$ cat config.mk
export PLATFORM = sky130hd
export DESIGN_NAME = master_port
export DESIGN_NICKNAME = d
export VERILOG_FILES = /design/src/rtl/bus_pkg.sv /design/src/rtl/master_bit_shifter.sv /design/src/rtl/master_port.sv
export SDC_FILE = /design/constraint.sdc
export NUM_CORES = 1
export LEC_CHECK = 0
export ABC_AREA = 1
export CELL_PAD_IN_SITES_DETAIL_PLACEMENT = 0
export CELL_PAD_IN_SITES_GLOBAL_PLACEMENT = 1
export CORE_MARGIN = 3
export CORE_UTILIZATION = 40
export CTS_CLUSTER_SIZE = 16
export DETAILED_ROUTE_END_ITERATION = 8
export PLACE_DENSITY_LB_ADDON = 0.1
export SLEW_MARGIN = 5
export SYNTH_ARGS = -nofsm -noshare
export SYNTH_HDL_FRONTEND = slang
export SYNTH_HIERARCHICAL = 1
export SYNTH_SLANG_ARGS = --single-unit
$ cat constraint.sdc
create_clock -name clk -period 2.2 [get_ports clk]
set_input_delay 0.33 -clock clk [delete_from_list [all_inputs] [get_ports clk]]
set_output_delay 0.33 -clock clk [all_outputs]
set_load 0.01 [all_outputs]
$ cat src/rtl/bus_pkg.sv
// Shared definitions for the serial bus ports: field widths, burst field layout
// and the master port state encoding.
package bus_pkg;

  localparam int ADDR_W          = 12;
  localparam int DATA_W          = 8;
  localparam int BLEN_W          = 12;
  localparam int BURST_W         = BLEN_W + 1;
  localparam int BURST_FLAG_BIT  = 0;
  localparam int HDR_BITS        = (ADDR_W > BURST_W) ? ADDR_W : BURST_W;
  localparam int TIMEOUT_DEFAULT = 255;

  typedef enum logic [2:0] {
    ST_IDLE,
    ST_ARB,
    ST_ADDR,
    ST_WDATA,
    ST_RWAIT,
    ST_RDATA,
    ST_SPLIT
  } mp_state_t;

  // Burst field: bit0 flags a multi-beat transfer, upper bits carry beats-1.
  function automatic logic [BURST_W-1:0] make_burst(input logic [BLEN_W-1:0] blen);
    return {blen, (blen != '0)};
  endfunction

endpackage

$ cat src/rtl/master_bit_shifter.sv
// LSB-first shift register shared by the tx (PISO) and rx (SIPO) paths, with a
// bit counter that flags the shift completing a word.
module master_bit_shifter #(
  parameter int W = 8
) (
  input  logic         clk,
  input  logic         reset,
  input  logic         clear,
  input  logic         load,
  input  logic [W-1:0] load_data,
  input  logic         shift,
  input  logic         serial_in,
  output logic [W-1:0] par_out,
  output logic         done
);

  localparam int CW = $clog2(W);

  logic [W-1:0]  data_q;
  logic [CW-1:0] cnt_q;

  // New bits enter at the MSB so the first bit received ends up in bit 0.
  always_ff @(posedge clk) begin
    if (reset || clear) begin
      data_q <= '0;
      cnt_q  <= '0;
    end else if (load) begin
      data_q <= load_data;
      cnt_q  <= '0;
    end else if (shift) begin
      data_q <= {serial_in, data_q[W-1:1]};
      cnt_q  <= done ? '0 : cnt_q + CW'(1);
    end
  end

  assign par_out = data_q;
  assign done    = (cnt_q == CW'(W - 1));

endmodule

$ cat src/rtl/master_port.sv
// Master-side serial bus port: arbitrates for the bus, serialises header and
// write data, deserialises read data and returns one response per beat.
module master_port import bus_pkg::*; #(
  parameter int TIMEOUT = TIMEOUT_DEFAULT
) (
  input  logic              clk,
  input  logic              reset,
  input  logic              req_valid,
  output logic              req_ready,
  input  logic              req_write,
  input  logic [ADDR_W-1:0] req_addr,
  input  logic [BLEN_W-1:0] req_blen,
  input  logic              wr_valid,
  input  logic [DATA_W-1:0] wr_data,
  output logic              wr_ready,
  output logic              rsp_valid,
  output logic [DATA_W-1:0] rsp_rdata,
  output logic              rsp_last,
  output logic              rsp_error,
  output logic              bus_req,
  input  logic              bus_grant,
  output logic              read_en,
  output logic              write_en,
  output logic              master_valid,
  input  logic              slave_ready,
  output logic              tx_address,
  output logic              tx_burst,
  output logic              tx_data,
  input  logic              slave_valid,
  output logic              master_ready,
  input  logic              rx_data,
  input  logic              split_en
);

  localparam int HDR_CW = $clog2(HDR_BITS);
  localparam int TMO_W  = $clog2(TIMEOUT + 1);

  mp_state_t           state;
  logic                lat_write;
  logic [ADDR_W-1:0]   lat_addr;
  logic [BLEN_W-1:0]   lat_blen;
  logic [BLEN_W-1:0]   beat_cnt;
  logic [HDR_BITS-1:0] addr_sr;
  logic [HDR_BITS-1:0] burst_sr;
  logic [HDR_CW-1:0]   hdr_cnt;
  logic [TMO_W-1:0]    tmo_cnt;
  logic                beat_loaded;

  logic                sh_clear;
  logic                sh_load;
  logic                sh_shift;
  logic                sh_done;
  logic [DATA_W-1:0]   sh_par;
  logic [DATA_W-1:0]   rx_word;

  logic tx_hs;
  logic rx_hs;
  logic grant_lost;
  logic timed_out;
  logic beat_end;
  logic txn_end;
  logic abort;

  assign tx_hs = master_valid & slave_ready;
  assign rx_hs = slave_valid & master_ready;

  assign tx_address = addr_sr[0];
  assign tx_burst   = burst_sr[0];
  assign tx_data    = write_en & sh_par[0];
  assign rx_word    = {rx_data, sh_par[DATA_W-1:1]};

  // A split in RWAIT legitimately gives the bus back, so it is not a grant loss.
  assign grant_lost = !bus_grant &&
                      ((state inside {ST_ADDR, ST_WDATA, ST_RDATA}) ||
                       (state == ST_RWAIT && !split_en));
  assign timed_out  = (state == ST_RWAIT) && bus_grant && !split_en && !rx_hs &&
                      (tmo_cnt == TMO_W'(TIMEOUT - 1));
  assign abort      = grant_lost || timed_out;

  assign sh_clear = (state == ST_IDLE);
  assign sh_load  = (state == ST_WDATA) && !beat_loaded && wr_valid && bus_grant;
  assign sh_shift = ((state == ST_WDATA) && beat_loaded && tx_hs && bus_grant) ||
                    ((state == ST_RWAIT) && rx_hs && !split_en && bus_grant) ||
                    ((state == ST_RDATA) && rx_hs && bus_grant);
  assign beat_end = sh_shift && sh_done;
  assign txn_end  = beat_end && (beat_cnt == lat_blen);

  master_bit_shifter #(.W(DATA_W)) u_shifter (
    .clk       (clk),
    .reset     (reset),
    .clear     (sh_clear),
    .load      (sh_load),
    .load_data (wr_data),
    .shift     (sh_shift),
    .serial_in (lat_write ? 1'b0 : rx_data),
    .par_out   (sh_par),
    .done      (sh_done)
  );

  always_ff @(posedge clk) begin
    if (reset) begin
      state        <= ST_IDLE;
      req_ready    <= 1'b0;
      wr_ready     <= 1'b0;
      rsp_valid    <= 1'b0;
      rsp_rdata    <= '0;
      rsp_last     <= 1'b0;
      rsp_error    <= 1'b0;
      bus_req      <= 1'b0;
      read_en      <= 1'b0;
      write_en     <= 1'b0;
      master_valid <= 1'b0;
      master_ready <= 1'b0;
      lat_write    <= 1'b0;
      lat_addr     <= '0;
      lat_blen     <= '0;
      beat_cnt     <= '0;
      hdr_cnt      <= '0;
      tmo_cnt      <= '0;
      beat_loaded  <= 1'b0;
      addr_sr      <= '0;
      burst_sr     <= '0;
    end else begin
      wr_ready  <= 1'b0;
      rsp_valid <= 1'b0;
      rsp_rdata <= '0;
      rsp_last  <= 1'b0;
      rsp_error <= 1'b0;
      // Final beat or error: respond and release the bus in the same cycle.
      if (abort || txn_end) begin
        state        <= ST_IDLE;
        req_ready    <= 1'b1;
        bus_req      <= 1'b0;
        read_en      <= 1'b0;
        write_en     <= 1'b0;
        master_valid <= 1'b0;
        master_ready <= 1'b0;
        beat_loaded  <= 1'b0;
        addr_sr      <= '0;
        burst_sr     <= '0;
        rsp_valid    <= 1'b1;
        rsp_last     <= 1'b1;
        rsp_error    <= abort;
        if (!abort && !lat_write) rsp_rdata <= rx_word;
      end else begin
        case (state)
          ST_IDLE: begin
            req_ready <= 1'b1;
            if (req_valid && req_ready) begin
              req_ready <= 1'b0;
              lat_write <= req_write;
              lat_addr  <= req_addr;
              lat_blen  <= req_blen;
              bus_req   <= 1'b1;
              state     <= ST_ARB;
            end
          end
          ST_ARB: begin
            if (bus_grant) begin
              state        <= ST_ADDR;
              read_en      <= !lat_write;
              write_en     <= lat_write;
              master_valid <= 1'b1;
              addr_sr      <= HDR_BITS'(lat_addr);
              burst_sr     <= HDR_BITS'(make_burst(lat_blen));
              hdr_cnt      <= '0;
            end
          end
          ST_ADDR: begin
            if (tx_hs) begin
              addr_sr  <= addr_sr >> 1;
              burst_sr <= burst_sr >> 1;
              hdr_cnt  <= hdr_cnt + HDR_CW'(1);
              if (hdr_cnt == HDR_CW'(HDR_BITS - 1)) begin
                master_valid <= 1'b0;
                beat_cnt     <= '0;
                beat_loaded  <= 1'b0;
                if (lat_write) begin
                  state <= ST_WDATA;
                end else begin
                  state        <= ST_RWAIT;
                  master_ready <= 1'b1;
                  tmo_cnt      <= '0;
                end
              end
            end
          end
          ST_WDATA: begin
            if (!beat_loaded) begin
              if (wr_valid) begin
                beat_loaded  <= 1'b1;
                master_valid <= 1'b1;
                wr_ready     <= 1'b1;
              end
            end else if (beat_end) begin
              beat_loaded  <= 1'b0;
              master_valid <= 1'b0;
              rsp_valid    <= 1'b1;
              beat_cnt     <= beat_cnt + BLEN_W'(1);
            end
          end
          ST_RWAIT: begin
            if (split_en) begin
              state        <= ST_SPLIT;
              bus_req      <= 1'b0;
              master_ready <= 1'b0;
            end else if (rx_hs) begin
              state <= ST_RDATA;
            end else begin
              tmo_cnt <= tmo_cnt + TMO_W'(1);
            end
          end
          ST_RDATA: begin
            if (beat_end) begin
              rsp_valid <= 1'b1;
              rsp_rdata <= rx_word;
              beat_cnt  <= beat_cnt + BLEN_W'(1);
            end
          end
          ST_SPLIT: begin
            bus_req <= !split_en;
            if (!split_en && bus_req && bus_grant) begin
              state        <= ST_RWAIT;
              master_ready <= 1'b1;
              tmo_cnt      <= '0;
            end
          end
          default: state <= ST_IDLE;
        endcase
      end
    end
  end

endmodule

Word level (Yosys, flattened, before mapping):

Index checks and enable logic that the tools add are counted.

* bits in registers: 108
* bits of input ports: 42
* output and inout port bits: 21
* logic and storage cells: 182

* $add $sub $neg: 4
* eq/ne operators: 23
* mux-type cells: 65
* bitwise operators: 6
* reduce and logical (&&, ||, !) cells: 61

Operators with widths (count)
* 8-bit 2-to-1 mux: 12
* 13-bit 2-to-1 mux: 4
* 13-bit one-hot mux with 2 select lines: 2
* 12-bit 2-to-1 mux: 4
* 12-bit one-hot mux with 3 select lines: 1
* 3-bit 2-to-1 mux: 9
* 8-bit one-hot mux with 3 select lines: 1
* 1-bit logical AND: 23
* 1-bit 2-to-1 mux: 23
* 2-bit inequality test (second input constant): 9
* 3-bit one-hot mux with 6 select lines: 1
* 12-bit by 1-bit adder with 12-bit output (second input constant): 1
* 12-bit equality test: 1
* 3-bit equality test (second input constant): 4
* 3-bit AND reduction: 4
* 6-bit AND reduction: 2
* 12-bit nonzero test: 1
* 3-bit nonzero test: 4
* 3-bit inequality test (second input constant): 3
* 1-bit one-hot mux with 3 select lines: 3
* 8-bit by 1-bit adder with 8-bit output (second input constant): 1
* 8-bit equality test (second input constant): 1
* 4-bit 2-to-1 mux: 2
* 4-bit one-hot mux with 2 select lines: 1
* other kinds (20): 42

Depth between registers and ports, before layout:

Gate-level depths: netlist (run 1).

* depth after elaboration: 11
* mapped depth: 15
* mapped depth without buffers: 13

Hierarchy:

Netlist (run 1), hierarchy kept.

By module, submodules not included
* master_port: times used 1, cells an instance 729, area an instance 4790.8 um2, sequential area each 1921.8 um2
* master_bit_shifter: times used 1, cells an instance 82, area an instance 571.8 um2, sequential area each 220.2 um2

Worst setup path after synthesis (run 1):

No wires, ideal clock.

* path kind: register -> register
* from: register state[0]
* to: register hdr_cnt[2]
* library setup time: 0.070 ns
* arrival: 1.606 ns
* required time: 2.130 ns
* slack: 0.523 ns
* stages on the path, launching flop included: 15
* buffers on the path: 3
* period minus slack after synthesis: 1.677 ns
* cells stage by stage: dfxtp_1 > buf_4 > nand2_1 > nor2_1 > inv_1 > nand2_4 > inv_4 > nand2_2 > nand2_1 > nand2_2 > nor2_4 > buf_6 > buf_6 > nand3_1 > a21oi_1

* cells in the longest elaborated chain, start to end: 11
* elaborated cells between the ends (all ways): 33
* classes of those cells: eq/ne (7); mux (1); bitwise (1); reduce/logical (24)

Ends and longest elaborated chain
* start, declared: line master_port.sv:38 `mp_state_t state;`
* start signal, assigned: line master_port.sv:102 `state <= ST_IDLE;`
* start signal, assigned: line master_port.sv:131 `state <= ST_IDLE;`
* start signal, assigned: line master_port.sv:155 `state <= ST_ARB;`
* 3-bit by 2-bit equality test with 1-bit output or 3-bit equality test (tied branches)
* 1-bit logical AND, on equally long branches (3 in a row): line master_port.sv:82, master_port.sv:83
* 1-bit logical OR: line master_port.sv:82 `assign sh_shift = ((state == ST_WDATA) && beat_loaded && tx_hs && bus_grant) ||`
* 1-bit logical OR: line master_port.sv:83 `((state == ST_RWAIT) && rx_hs && !split_en && bus_grant) ||`
* 1-bit logical AND: line master_port.sv:85 `assign beat_end = sh_shift && sh_done;`
* 1-bit logical AND: line master_port.sv:86 `assign txn_end = beat_end && (beat_cnt == lat_blen);`
* 1-bit logical OR: line master_port.sv:130 `if (abort || txn_end) begin`
* 1-bit inverter (no source line)
* 4-bit AND reduction (no source line)
* end signal, assigned: line master_port.sv:173 `hdr_cnt <= hdr_cnt + HDR_CW'(1);`
* end, declared: line master_port.sv:45 `logic [HDR_CW-1:0] hdr_cnt;`

Parallel ways exist; a longest one is shown, timed or not.
A chain may end at the register's enable or synchronous reset.

Worst setup path in the final report (run 1):

Same ends and word-level chain as after synthesis.

==> results of run 1 <==
==> critical path: stages (launching register included) <==
cell                      delay, ns
sky130_fd_sc_hd__dfxtp_2       0.42
sky130_fd_sc_hd__inv_2         0.05
sky130_fd_sc_hd__nor2_1        0.20
sky130_fd_sc_hd__nand2_1       0.16
sky130_fd_sc_hd__nand2_4       0.19
sky130_fd_sc_hd__inv_4         0.08
sky130_fd_sc_hd__nand2_2       0.07
sky130_fd_sc_hd__nand2_1       0.06
sky130_fd_sc_hd__nand2_2       0.11
sky130_fd_sc_hd__nor2_4        0.09
sky130_fd_sc_hd__buf_12        0.15
sky130_fd_sc_hd__nand2_1       0.12
sky130_fd_sc_hd__nand2_1       0.06
sky130_fd_sc_hd__a21oi_1       0.13
==> cells in the final DEF, fill, tap and decap left out, types with 2 or more instances in the layout <==
cell type	count
sky130_fd_sc_hd__nand2_2	7
sky130_fd_sc_hd__nor2_1	68
sky130_fd_sc_hd__nor4_1	3
sky130_fd_sc_hd__clkinv_1	3
sky130_fd_sc_hd__clkdlybuf4s50_1	62
sky130_fd_sc_hd__nor2_2	4
sky130_fd_sc_hd__nor3_1	8
sky130_fd_sc_hd__a21oi_1	83
sky130_fd_sc_hd__nor2_4	2
sky130_fd_sc_hd__a21oi_2	2
sky130_fd_sc_hd__bufinv_16	2
sky130_fd_sc_hd__a31oi_1	2
sky130_fd_sc_hd__o21ai_0	37
sky130_fd_sc_hd__xor2_1	3
sky130_fd_sc_hd__ha_1	7
sky130_fd_sc_hd__dfxtp_2	2
sky130_fd_sc_hd__buf_12	4
sky130_fd_sc_hd__nand3b_1	3
sky130_fd_sc_hd__inv_2	5
sky130_fd_sc_hd__inv_6	2
sky130_fd_sc_hd__nand4_1	4
sky130_fd_sc_hd__nand3_2	2
sky130_fd_sc_hd__and3_1	3
sky130_fd_sc_hd__dfxtp_1	105
sky130_fd_sc_hd__nand3_1	69
sky130_fd_sc_hd__clkbuf_16	9
sky130_fd_sc_hd__buf_4	23
sky130_fd_sc_hd__or2_2	3
sky130_fd_sc_hd__xnor2_1	7
sky130_fd_sc_hd__nand2_1	262
sky130_fd_sc_hd__inv_1	75
==> path summary, 6_finish.rpt <==
| kind | slack [ns] | cells after the start | endpoint |
|---|---|---|---|
| worst max-delay path | 0.24 | 13 | hdr_cnt[2]$_SDFFE_PP0P_ |
| worst min-delay path | 0.45 | 2 | lat_addr[11]$_SDFFE_PP0P_ |
| worst max register to register | 0.24 | 13 | hdr_cnt[2]$_SDFFE_PP0P_ |
| worst min register to register | 0.45 | 2 | lat_addr[11]$_SDFFE_PP0P_ |
==> state kept, by name, indices dropped and copies added, names as in the netlist, 3 cells and up <==
| register | flops |
|---|---|
| beat_cnt | 12 |
| state | 3 |
| addr_sr | 12 |
| u_shifter/cnt_q | 3 |
| hdr_cnt | 4 |
| lat_addr | 12 |
| tmo_cnt | 8 |
| rsp_rdata | 8 |
| u_shifter/par_out | 8 |
| burst_sr | 13 |
| lat_blen | 12 |
==> cells in the mapped netlist (all sizes together) <==
| master | count | share of area, % |
|---|---|---|
| nand2 | 270 | 19 |
| a31oi | 2 | 0.23 |
| o211ai | 1 | 0.14 |
| o21a | 1 | 0.14 |
| nor4 | 3 | 0.35 |
| nand3 | 71 | 6.8 |
| clkbuf | 23 | 1.8 |
| dfxtp | 107 | 40 |
| o31ai | 1 | 0.14 |
| inv | 81 | 5.7 |
| and3 | 3 | 0.35 |
| a21oi | 85 | 8.1 |
| nand3b | 3 | 0.42 |
| o21ai | 37 | 3.5 |
| or2 | 3 | 0.35 |
| nor3b | 1 | 0.14 |
| ha | 7 | 1.6 |
| xor2 | 3 | 0.49 |
| buf | 10 | 1.4 |
| nor2 | 75 | 6.0 |
| nor3 | 10 | 1.2 |
| clkinv | 3 | 0.21 |
| nand4 | 4 | 0.47 |
| xnor2 | 7 | 1.1 |
==> through the flow <==
| step | power, W | util [%] |
|---|---|---|
| 4_1_cts | 0.00724 | 51.3 |
| 6_report | 0.00718 | 51.3 |
| 5_1_grt | 0.00775 | 51.3 |
| 3_5_place_dp | 0.00544 | 48.8 |
| 2_1_floorplan | 0.00450 | - |
| 3_3_place_gp | 0.00540 | 48.8 |
==> layout make-up <==
type / count / area, µm²
repair buffers: 89 / 873
multi-input cells: 587 / 2730
inverters: 84 / 318
well taps: 172 / 215
fillers: 1343 / 6270
flip-flops and latches: 107 / 2140
clock inverters: 5 / 82.6
clock buffers: 11 / 243
==> per-layer routing <==
layer,up-vias,routed length [µm]
li1,2709,-
met4,0,241
met3,15,669
met2,125,6570
met1,2365,6750
met5,-,0
==> power groups by stage <==
stage          clock network (W)  registers [W]  logic, W
2_1_floorplan                  0        0.00249   0.00201
3_3_place_gp                   0        0.00256   0.00284
3_5_place_dp                   0        0.00257   0.00287
4_1_cts                  0.00183        0.00252   0.00288
5_1_grt                  0.00192        0.00258   0.00325
6_report                 0.00178        0.00253   0.00287
==> logic make-up (layout without fill, tap and decap cells) <==
kind of cell             Yosys count  after routing  synth area share, %
buffers and inverters            117            189                 9.15
flip-flops                       107            107                 39.9
AND/OR/NAND/NOR                  443            443                 35.5
adder cells (fa/ha/maj)            7              7                 1.63
XOR/XNOR                          10             10                 1.63
AO/OA/AOI/OAI                    127            127                 12.2
==> repair_timing <==
action,CTS,global route
resized for setup,0,3
setup endpoints to repair,0,75
setup buffers,0,0
==> impl.org, run 1 <==
** Global routing
- Maximum number of pins on one net before global-route repair :: 34
- Busiest grt layer :: met2
- Total track usage :: 19.9%
- The via count of the first global-routing pass was 4,935.
- Initial antenna violation count :: 0
- GR met1 Demand/Resource :: 26.8%
- Met2 demand-to-capacity share in global routing :: 32.4%
- Summed over all layers, the global routing overflow is 0.
- The first global-routing pass estimated 23,800 µm of wire.
- Fraction of met3 tracks used by global routing :: 4.04%

** Clock tree
- Clock transition at the register clock pins on the worst setup and hold paths after CTS :: 0.07 ns
- Number of levels the H-tree was split into :: 3
- CTS sink cnt :: 107
- Clock tree synthesis inserted a total of 9 buffers.
- The later pin in the worst-skew pair is clocked with a latency of 0.35 ns.
- Clock tree synthesis selected as its root buffer the cell sky130_fd_sc_hd__clkbuf_16.
- TritonCTS built the clock tree.
- Maximum buffer depth of the clock tree :: 2
- Hold buffer count at CTS :: 0

** Pwr
- IR analysis of the VDD net gives a maximum drop of 0.587 mV.
- Total power per unit cell area :: 1090 nW/µm²
- Switching power as a share of total power :: 39.6%
- Register share of total power :: 35.3%
- Leak Pwr :: 2.66 nW
- The clock network burns 24.8% of the power.
- Cell internal power dissipation :: 0.00434 W
- Net switching component of the power :: 0.00284 W
- Relative contribution of combinational cells to total power :: 40.0%

** Finish
- Final Net Count :: 927
- Relative to the synthesized area, the layout overhead comes to 23.2%.
- Once layout is done, the placed cells without fillers occupy 6610 µm².
- 0 antenna diodes ended up in the layout.
- Cells with a size suffix above 1 make up 8.38% of the layout.
- Post-layout instance count excluding filler cells :: 1,055

** Placement
- IO Port Bufs :: 62
- After legalization and detailed placement, the total HPWL measured 10,400 µm.
- Including well taps, the total number of placed cells is 1,039.
- Placer congestion estimate :: 0.879
- DP Area :: 6280 µm²
- Place WS :: 0.0443 ns

** Worst hold path
- Worst min-delay path startpoint :: lat_addr[11]$_SDFFE_PP0P_
- HP Class :: flip-flop to flip-flop

** Drt
- Total number of vias :: 5,214
- The detail route stage leaves a number of antenna-violating nets equal to 0.
- After detailed routing, the average wire length per cell comes to 13.5 µm.
- Final WL :: 14,200 µm
- After the first detailed-routing iteration, the DRC count stood at 326.
- Router iterations before antenna repair :: 6
- Post-route DRC violation count :: 0
- Dividing the detail-routed via count by the number of cells gives 4.94.

** Logic synthesis
- When the netlist entered floorplanning its net count stood at 860.
- Post-synthesis cell area :: 5360 µm²
- Counting flops and latches in the post-synthesis netlist gives 107.
- After technology mapping, the gate count stands at 811.
- The share of the Yosys chip area taken by registers is 39.9%.
- The average instance in the mapped netlist occupies 6.61 µm².
- Library cells used by synthesis :: 38
- Total number of yosys warnings :: 6

** Worst setup path
- STA classifies the critical path endpoint as a flip-flop.
- The worst setup path is launched from a flip-flop.
- The critical path is of the flip-flop to flip-flop type.
- Worst path required time :: 2.47 ns
- The startpoint identified for the worst register-to-register timing path is state[0]$_SDFFE_PP0P_.
- Maximum fanout count along the critical path :: 9
- In this run the worst setup path begins at state[0]$_SDFFE_PP0P_.
- For the worst setup path, the data arrival time is 2.24 ns.

** Flow run
- The tool flagged a number of max-cap violations equal to 0.

** Die
- Die outline area :: 14,800 µm²
- The initial utilization of the core area, before any placement, comes to 41.6%.
- In this run the count of I/O pins placed on the die edge is 63.
- From left edge to right edge, the die measures 122 µm.
- The die is 122 µm tall.
- Std cell rows :: 41
- The total area inside the core boundary comes to 12,900 µm².

** Timing
- After layout, the minimum clock period comes to 1.96 ns.
- Final Skew :: 0.00637 ns
- Final-layout setup total negative slack :: 0 ns
- Setup repair after global routing left no endpoint under its margin.
- Static timing analysis puts the maximum clock frequency at 509 MHz.
- At the pin with the least slew margin, the transition time is 0.756 ns.
- Final number of max-transition violations :: 0
- Measured against its own limit, the worst slew margin works out to 49.5%.
- Of the available clock period, the critical path in the final layout requires 89.2%.
- Total of endpoints with negative setup slack in the final report :: 0
- Across all hold checks on the routed design, the worst slack comes to 0.449 ns.
- Final Hold Viols :: 0
- Setup slack on the critical path of the routed design comes to 0.237 ns.

** Outcome
- Result of the run :: finished, final reports clean
Power figures use the tool's default switching activity.
==> run 2, diff against run 1 <==
--- a/config.mk
+++ b/config.mk
@@ -10,7 +10,7 @@
 export CELL_PAD_IN_SITES_GLOBAL_PLACEMENT = 1
 export CORE_MARGIN = 3
 export CORE_UTILIZATION = 40
-export CTS_CLUSTER_SIZE = 16
+export CTS_CLUSTER_SIZE = 20
 export DETAILED_ROUTE_END_ITERATION = 8
 export PLACE_DENSITY_LB_ADDON = 0.1
 export SLEW_MARGIN = 5
==> results of run 2 <==
Final layout, timing and power as in run 1 (identical DEF).
